$ cat config.mk
export PLATFORM = sky130hd
export DESIGN_NAME = multicycle_ctrl
export DESIGN_NICKNAME = d
export VERILOG_FILES = /design/src/rtl/multicycle_ctrl.sv
export SDC_FILE = /design/constraint.sdc
export NUM_CORES = 1
export LEC_CHECK = 0
export CAP_MARGIN = 5
export CORE_ASPECT_RATIO = 0.5
export CORE_MARGIN = 1
export CORE_UTILIZATION = 40
export CTS_CLUSTER_SIZE = 8
export DETAILED_ROUTE_END_ITERATION = 10
export HOLD_SLACK_MARGIN = 0.05
export PLACE_DENSITY = 0.7
export SKIP_CTS_REPAIR_TIMING = 1
export SLEW_MARGIN = 25
export SYNTH_ARGS = -nofsm -noshare
export SYNTH_HDL_FRONTEND = slang
export SYNTH_SLANG_ARGS = --single-unit
export TNS_END_PERCENT = 10
$ cat constraint.sdc
create_clock -name clk -period 7.4 [get_ports clk]
set_clock_uncertainty 0.05 [all_clocks]
set_input_delay 1.11 -clock clk [delete_from_list [all_inputs] [get_ports clk]]
set_output_delay 1.11 -clock clk [all_outputs]
set_load 0.01 [all_outputs]
$ cat src/rtl/multicycle_ctrl.sv
// Main control FSM for the multi-cycle RV32I core.
// Sequences fetch/decode/execute/memory/writeback, drives datapath mux selects and
// enables, handshakes with memory via MemReq/mem_ready, counts retired instructions
// and traps (sticky) on illegal opcodes, illegal branch funct3 or memory timeouts.
module multicycle_ctrl #(
    parameter int MEM_TIMEOUT = 16,
    parameter int CNT_WIDTH   = 32
) (
    input  logic                 clk,
    input  logic                 rst,
    input  logic [6:0]           op,
    input  logic [2:0]           funct3,
    input  logic                 zero,
    input  logic                 lt,
    input  logic                 ltu,
    input  logic                 mem_ready,
    output logic                 MemReq,
    output logic                 MemWrite,
    output logic                 AdrSrc,
    output logic                 IRWrite,
    output logic                 PCWrite,
    output logic                 RegWrite,
    output logic [2:0]           ImmSrc,
    output logic [1:0]           ALUSrcA,
    output logic [1:0]           ALUSrcB,
    output logic [1:0]           ALUOp,
    output logic [1:0]           ResultSrc,
    output logic                 trap,
    output logic [CNT_WIDTH-1:0] instret
);

    typedef enum logic [3:0] {
        FETCH, DECODE, MEMADR, MEMRD, MEMWB, MEMWR, EXEC_R, EXEC_I,
        ALUWB, BRANCH, JAL, JALR, LUI, AUIPC, TRAP
    } state_t;

    localparam logic [6:0] OP_LOAD   = 7'b0000011;
    localparam logic [6:0] OP_STORE  = 7'b0100011;
    localparam logic [6:0] OP_R      = 7'b0110011;
    localparam logic [6:0] OP_I      = 7'b0010011;
    localparam logic [6:0] OP_BRANCH = 7'b1100011;
    localparam logic [6:0] OP_JAL    = 7'b1101111;
    localparam logic [6:0] OP_JALR   = 7'b1100111;
    localparam logic [6:0] OP_LUI    = 7'b0110111;
    localparam logic [6:0] OP_AUIPC  = 7'b0010111;

    localparam logic [2:0] IMM_I    = 3'b000;
    localparam logic [2:0] IMM_S    = 3'b001;
    localparam logic [2:0] IMM_B    = 3'b010;
    localparam logic [2:0] IMM_U    = 3'b011;
    localparam logic [2:0] IMM_JAL  = 3'b100;
    localparam logic [2:0] IMM_JALR = 3'b101;

    // Wait counter only needs to hold 0 .. MEM_TIMEOUT-1.
    localparam int WW = (MEM_TIMEOUT > 1) ? $clog2(MEM_TIMEOUT) : 1;
    localparam logic [WW-1:0] WAIT_LAST = WW'((MEM_TIMEOUT > 0) ? MEM_TIMEOUT - 1 : 0);

    state_t               state, state_n;
    logic [WW-1:0]        wait_cnt;
    logic                 trap_q;
    logic [CNT_WIDTH-1:0] cnt_q;
    logic                 timeout;
    logic                 br_taken, br_illegal;

    // A stalled memory state times out on the cycle that would reach MEM_TIMEOUT waits.
    assign timeout = (MEM_TIMEOUT != 0) && !mem_ready && (wait_cnt == WAIT_LAST);

    // Branch condition resolve from ALU flags; funct3 010/011 are not branches.
    always_comb begin
        br_taken   = 1'b0;
        br_illegal = 1'b0;
        case (funct3)
            3'b000:  br_taken = zero;
            3'b001:  br_taken = !zero;
            3'b100:  br_taken = lt;
            3'b101:  br_taken = !lt;
            3'b110:  br_taken = ltu;
            3'b111:  br_taken = !ltu;
            default: br_illegal = 1'b1;
        endcase
    end

    // State, wait counter, sticky trap and retire counter.
    always_ff @(posedge clk) begin
        if (rst) begin
            state    <= FETCH;
            wait_cnt <= '0;
            trap_q   <= 1'b0;
            cnt_q    <= '0;
        end else begin
            state <= state_n;
            if (state_n != state)
                wait_cnt <= '0;
            else if (MemReq && !mem_ready)
                wait_cnt <= wait_cnt + WW'(1);
            if (state_n == TRAP)
                trap_q <= 1'b1;
            if (state_n == FETCH && state != FETCH)
                cnt_q <= cnt_q + CNT_WIDTH'(1);
        end
    end

    // Next-state and control decode; everything held low during reset.
    always_comb begin
        state_n   = state;
        MemReq    = 1'b0;
        MemWrite  = 1'b0;
        AdrSrc    = 1'b0;
        IRWrite   = 1'b0;
        PCWrite   = 1'b0;
        RegWrite  = 1'b0;
        ImmSrc    = IMM_I;
        ALUSrcA   = 2'b00;
        ALUSrcB   = 2'b00;
        ALUOp     = 2'b00;
        ResultSrc = 2'b00;
        if (!rst) begin
            case (state)
                FETCH: begin
                    MemReq = 1'b1;
                    if (mem_ready) begin
                        IRWrite = 1'b1;
                        PCWrite = 1'b1;
                        state_n = DECODE;
                    end else if (timeout) begin
                        state_n = TRAP;
                    end
                end
                DECODE: begin
                    ALUSrcA = 2'b01;
                    ALUSrcB = 2'b01;
                    ImmSrc  = IMM_B;
                    case (op)
                        OP_LOAD, OP_STORE: state_n = MEMADR;
                        OP_R:              state_n = EXEC_R;
                        OP_I:              state_n = EXEC_I;
                        OP_BRANCH:         state_n = BRANCH;
                        OP_JAL:            state_n = JAL;
                        OP_JALR:           state_n = JALR;
                        OP_LUI:            state_n = LUI;
                        OP_AUIPC:          state_n = AUIPC;
                        default:           state_n = TRAP;
                    endcase
                end
                MEMADR: begin
                    ALUSrcA = 2'b10;
                    ALUSrcB = 2'b01;
                    ImmSrc  = (op == OP_STORE) ? IMM_S : IMM_I;
                    state_n = (op == OP_STORE) ? MEMWR : MEMRD;
                end
                MEMRD: begin
                    MemReq = 1'b1;
                    AdrSrc = 1'b1;
                    if (mem_ready)    state_n = MEMWB;
                    else if (timeout) state_n = TRAP;
                end
                MEMWB: begin
                    ResultSrc = 2'b01;
                    RegWrite  = 1'b1;
                    state_n   = FETCH;
                end
                MEMWR: begin
                    MemReq   = 1'b1;
                    MemWrite = 1'b1;
                    AdrSrc   = 1'b1;
                    if (mem_ready)    state_n = FETCH;
                    else if (timeout) state_n = TRAP;
                end
                EXEC_R: begin
                    ALUSrcA = 2'b10;
                    ALUSrcB = 2'b00;
                    ALUOp   = 2'b10;
                    state_n = ALUWB;
                end
                EXEC_I: begin
                    ALUSrcA = 2'b10;
                    ALUSrcB = 2'b01;
                    ImmSrc  = IMM_I;
                    ALUOp   = 2'b10;
                    state_n = ALUWB;
                end
                ALUWB: begin
                    ResultSrc = 2'b00;
                    RegWrite  = 1'b1;
                    state_n   = FETCH;
                end
                BRANCH: begin
                    ALUSrcA   = 2'b10;
                    ALUSrcB   = 2'b00;
                    ALUOp     = 2'b01;
                    ResultSrc = 2'b00;
                    PCWrite   = br_taken;
                    state_n   = br_illegal ? TRAP : FETCH;
                end
                JAL: begin
                    ImmSrc   = IMM_JAL;
                    ALUSrcA  = 2'b01;
                    ALUSrcB  = 2'b10;
                    RegWrite = 1'b1;
                    PCWrite  = 1'b1;
                    state_n  = FETCH;
                end
                JALR: begin
                    ImmSrc   = IMM_JALR;
                    ALUSrcA  = 2'b10;
                    ALUSrcB  = 2'b01;
                    PCWrite  = 1'b1;
                    RegWrite = 1'b1;
                    state_n  = FETCH;
                end
                LUI: begin
                    ImmSrc    = IMM_U;
                    ResultSrc = 2'b11;
                    RegWrite  = 1'b1;
                    state_n   = FETCH;
                end
                AUIPC: begin
                    ImmSrc    = IMM_U;
                    ALUSrcA   = 2'b01;
                    ALUSrcB   = 2'b01;
                    ResultSrc = 2'b10;
                    RegWrite  = 1'b1;
                    state_n   = FETCH;
                end
                TRAP:    state_n = TRAP;
                default: state_n = TRAP;
            endcase
        end
    end

    assign trap    = trap_q & ~rst;
    assign instret = rst ? '0 : cnt_q;

endmodule
==> results.cfg, run 1 <==
[outcome]
status = completed

[place]
portBuffers = 65
placed_area_sq_um = 3600
gp_congestion = 0.860
dp_hpwl_um = 4760

[yosys]
yosysSeqAreaShare_pct = 27.6
syn_area_per_cell_sq_um = 7.86
synth_top_area_cell = dfxtp_1
synth.most_common_cell = nor2_1
synthTopCellsByArea = dfxtp_1 28%, nor2_1 6.6%, mux2_2 5.7%, nor2b_1 5.5%, nor3_1 5.2%
yosys_warnings = 0
netlist_area_sq_um = 2970
synth-seq-cells = 41
yosysTopAreaCellShare_pct = 27.6
synthTopCellsByCount = 52 x nor2_1, 41 x dfxtp_1, 31 x nor3_1
synth_nets = 396
synth_edf_count = 0
async_flop_share_pct = 0
yosys.cell_types.count = 60
ys.flop_type = dfxtp_1
synthCells = 378

[routing]
drc = 0
via_count = 2860
vias_per_cell = 5.55
first_pass_iters = 5
drt_iter0_markers = 200
drtAntennaViolNets = 0
wl_um = 6960
wl_per_cell_um = 13.5

[floorplan]
rows = 21
die_h_um = 63.0
die_x_um = 124
io_pins = 66
initial_core_util_pct = 42.9
core_sq_um = 6940
design.die.area_sq_um = 7800

[run]
cap_violations = 0

[clock_tree]
cts_sinks = 41
cts_buffers = 5
cts_tree = yes
clockBufferDepth = 2
clkTransAtPathRegs_ns = 0.06
h-tree-depth = 2
root_buffer = clkbuf_16
insertion_delay_ns = 0.29

[finish]
fillers = 647
multi_input_area_sq_um = 1970
nNetsFinal = 440
drive_above_1_share_pct = 10.9
final_util_pct = 54.5
regArea_sq_um = 821
syn_to_final_growth_pct = 27.1
fin_area_sq_um = 3780
antenna_cells = 0

[timing]
holdWs_ns = 0.462
relSlewSlack_pct = 32.5
finalCritPeriodShare_pct = 56.5
min_period_ns = 4.18
drv_slew = 0
max_freq_mhz = 239
setup_tns_ns = 0
worstMarginPinSlew_ns = 1.01
rsz0062_at_grt = false
hold_violations = 0
setup_violations = 0

[setup_path]
crit_fanout = 3
reg2regPathDepth = 7
rrSetupSlack_ns = 3.90
crit_type = input pin to output pin
end_kind = output pin
r2r_start = state[1]$_SDFF_PP0_
r2r_end = cnt_q[13]$_SDFFE_PP0P_
worstPathArrival_ns = 3.02
startpoint_type = input pin
crit_required_ns = 6.24

[global_route]
antenna_found_initial = 0
grt_use_total_pct = 17.8
grt_max_degree = 49
grt_first_pass_wirelength_um = 11100
grt_overflow = 0
first_global_vias = 2366

[min_path]
worstHoldPathCells = 2
hold_start = cnt_q[14]$_SDFFE_PP0P_
hold_end = cnt_q[14]$_SDFFE_PP0P_
min_path_type = register to register

[pwr]
ir_drop_mv = 0.0805
power_density_nw_per_um2 = 160
p_leak_nw = 1.35
## area by class of cell
class,instances,area share (%)
flip-flops and latches,41,21.7
repair buffers,67,17.5
well taps,92,3.05
multi-input cells,297,52.1
inverters,10,0.993
clock buffers,6,3.68
clock inverters,2,0.993
## how the worst max path moves through the flow
| stage | start | endpoint | slack (ns) | cells past startpoint |
|---|---|---|---|---|
| 5_1_grt | rst | ALUOp[1] | 3.09 | 5 |
| 6_report | funct3[2] | PCWrite | 3.22 | 8 |
| 2_1_floorplan | rst | ImmSrc[1] | 3.95 | 5 |
| 3_5_place_dp | funct3[2] | PCWrite | 3.21 | 8 |
| 4_1_cts | funct3[2] | PCWrite | 3.20 | 8 |
| 3_3_place_gp | funct3[2] | PCWrite | 3.22 | 8 |
## cells by family after synthesis
kind of cell | after synthesis | share of synthesized area [%]
compound gates | 45 | 11.3
simple gates | 207 | 38.6
xor+xnor | 11 | 3.49
fa+ha+maj | 2 | 0.842
mux | 32 | 12.0
flops | 41 | 27.6
buf+inv | 40 | 6.19
## per-layer routing
layer,share of wire [%],GRT usage (%),vias up
li1,-,-,1444
met1,50,25.2,1347
met2,45,27.1,61
met3,4.5,3.47,8
met4,0.89,5.06,0
met5,0,0,-
## metrics by stage
step	power (mW)	std cells	worst slack [ns]
5_1_grt	0.632	515	3.09
6_report	0.605	515	3.22
4_1_cts	0.609	515	3.20
3_5_place_dp	0.350	507	3.21
2_1_floorplan	0.322	378	3.95
3_3_place_gp	0.350	507	3.22
## power by group
part / switching (mW) / internal (mW)
logic: 0.0612 / 0.0454
registers: 0.0155 / 0.224
clock network: 0.0899 / 0.168
total: 0.167 / 0.438
## critical path, stage by stage
cell	delay [ns]
clkdlybuf4s50_1	0.51
mux2i_1	0.22
xor2_1	0.08
o21ai_0	0.14
a21o_1	0.13
a21oi_1	0.06
nor3_1	0.20
clkdlybuf4s50_1	0.57
## cells in the final DEF (no fill, tap or decap), drive strengths merged, types with 13 or more instances in the layout
master and n:
clkdlybuf4s50 64, nor2 52, dfxtp 41, nor3 31, mux2 28, nor2b 26
nand4 17, nand2 16, nand3 16, a21oi 13
## flip-flops by register name (all words and copies together), names as in the netlist
signal    cells
trap_q        1
cnt_q        32
state         4
wait_cnt      4
No activity file was read; power rests on OpenSTA's default activity.
==> run 2, diff against run 1 <==
- clock period: 7.4 -> 4 ns (I/O delays scaled with it)
==> run 2 against run 1 <==
Effect of this change:
- sequential power up 83%
- die area unchanged
- register-to-register slack worse by 3.2 ns
- first-iteration DRC count down 0.50%
- global-route usage up 0.13 points
- worst hold slack worse by 0.0032 ns
- setup slack worse by 2.6 ns
- critical path type is now register to register
- largest power group unchanged
==> results.cfg, run 2 (synthesized netlist as in run 1, its figures left out) <==
[outcome]
status = completed

[finish]
top_regs = cnt_q x32, state x4, wait_cnt x4
nNetsFinal = 442
largest-register = cnt_q
syn_to_final_growth_pct = 28.1
fillers = 662
largest_register_ffs = 32
multi_input_area_sq_um = 1970
regArea_sq_um = 821
drive_above_1_share_pct = 11.3
final_common_cell = clkdlybuf4s50_1
mostFrequentLayoutCells = 64 x clkdlybuf4s50_1, 52 x nor2_1, 41 x dfxtp_1
antenna_cells = 0

[routing]
drc = 0
drtAntennaViolNets = 0
wl_per_cell_um = 13.7
first_pass_iters = 4
via_count = 2842
vias_per_cell = 5.50
wl_um = 7070
drt_iter0_markers = 199

[timing]
finalCritPeriodShare_pct = 83.7
holdWs_ns = 0.458
hold_violations = 0
relSlewSlack_pct = 36.2
setup_tns_ns = 0
min_period_ns = 3.35
max_freq_mhz = 299
rsz0062_at_grt = false
worstMarginPinSlew_ns = 0.955
setup_violations = 0
drv_slew = 0

[clock_tree]
h-tree-depth = 2
cts_sinks = 41
root_buffer = clkbuf_16
clkTransAtPathRegs_ns = 0.06
insertion_delay_ns = 0.28
cts_tree = yes
cts_buffers = 5
clockBufferDepth = 2

[setup_path]
end_kind = register
startpoint_type = register
critPathSlowestCell = dfxtp_1
rrSetupSlack_ns = 0.65
path_cells = or2_1 > nor2_1 > nand2_1 > nand4_1 > a221o_2 > nor4_1 > mux2_2
crit_required_ns = 4.12
crit_type = register to register
critical-path-max-stage-delay_ns = 0.95
crit_fanout = 33
worstPathArrival_ns = 3.47

[global_route]
grt_max_degree = 62
antenna_found_initial = 0
first_global_vias = 2376
grt_use_total_pct = 17.9
grt_overflow = 0
grt_first_pass_wirelength_um = 11400

[floorplan]
rows = 21
io_pins = 66
die_h_um = 63.0
design.die.area_sq_um = 7800
initial_core_util_pct = 42.9
core_sq_um = 6940
die_x_um = 124

[pwr]
power_density_nw_per_um2 = 305
ir_drop_mv = 0.190
p_leak_nw = 1.38

[place]
dp_hpwl_um = 4790
portBuffers = 65
gp_congestion = 0.841

[run]
cap_violations = 0

[min_path]
min_path_type = register to register
[run 2: cell count changes in the layout (fill, tap and decap cells not counted), sizes merged]
cell	change
buf	+2
bufinv	+1
clkbuf	-1
clkinv	+1
clkinvlp	-1
[run 2: metal layers]
metal  global-route usage, %  vias to the layer above  routed length (um)
li1                        -                     1452                   -
met1                    24.7                     1324                3470
met2                    29.0                       64                3230
met3                    3.19                        2                 356
met4                    3.57                        0                  21
met5                       0                        -                   0
[run 2: final cells by class]
cell class                      count  area share, %
Clock inverter                      3           1.71
Timing Repair Buffer               69           17.7
Inverter                           10          0.986
Tap cell                           92           3.02
Sequential cell                    41           21.6
Multi-Input combinational cell    297           51.7
Clock buffer                        5           3.29
[run 2: through the flow]
step / setup slack, ns / utilization [%] / cells / total power [mW] / area, sq um
floorplan: 1.30 / - / 378 / 0.595 / 2970
global placement: 0.407 / 52.1 / 509 / 0.651 / 3620
detailed placement: 0.424 / 52.1 / 509 / 0.651 / 3620
CTS: 0.701 / 54.9 / 517 / 1.17 / 3810
global route: 0.486 / 54.9 / 517 / 1.21 / 3810
finish: 0.650 / 54.9 / 517 / 1.16 / 3810
[run 2: worst paths after layout]
| check | to | from | depth (start not counted) |
|---|---|---|---|
| worst max register to register | cnt_q[19]$_SDFFE_PP0P_ | state[3]$_SDFF_PP0_ | 7 |
| worst max-delay path | cnt_q[19]$_SDFFE_PP0P_ | state[3]$_SDFF_PP0_ | 7 |
| worst min-delay path | cnt_q[14]$_SDFFE_PP0P_ | cnt_q[14]$_SDFFE_PP0P_ | 2 |
| worst min register to register | cnt_q[14]$_SDFFE_PP0P_ | cnt_q[14]$_SDFFE_PP0P_ | 2 |
[run 2: report_power, final]
group / internal (mW) / total [mW] / switching [mW] / leakage, nW
Combinational: 0.0859 / 0.205 / 0.119 / 0.950
Clock: 0.356 / 0.517 / 0.161 / 0.0938
Sequential: 0.415 / 0.439 / 0.0242 / 0.332
[run 2: worst max-delay path, delay by kind of cell, from the launching register on]
family / cells / cell delay [ns]
AND/OR/NAND/NOR: 5 / 1.19
flip-flops: 1 / 0.95
AO/OA/AOI/OAI: 1 / 0.66
multiplexers: 1 / 0.38
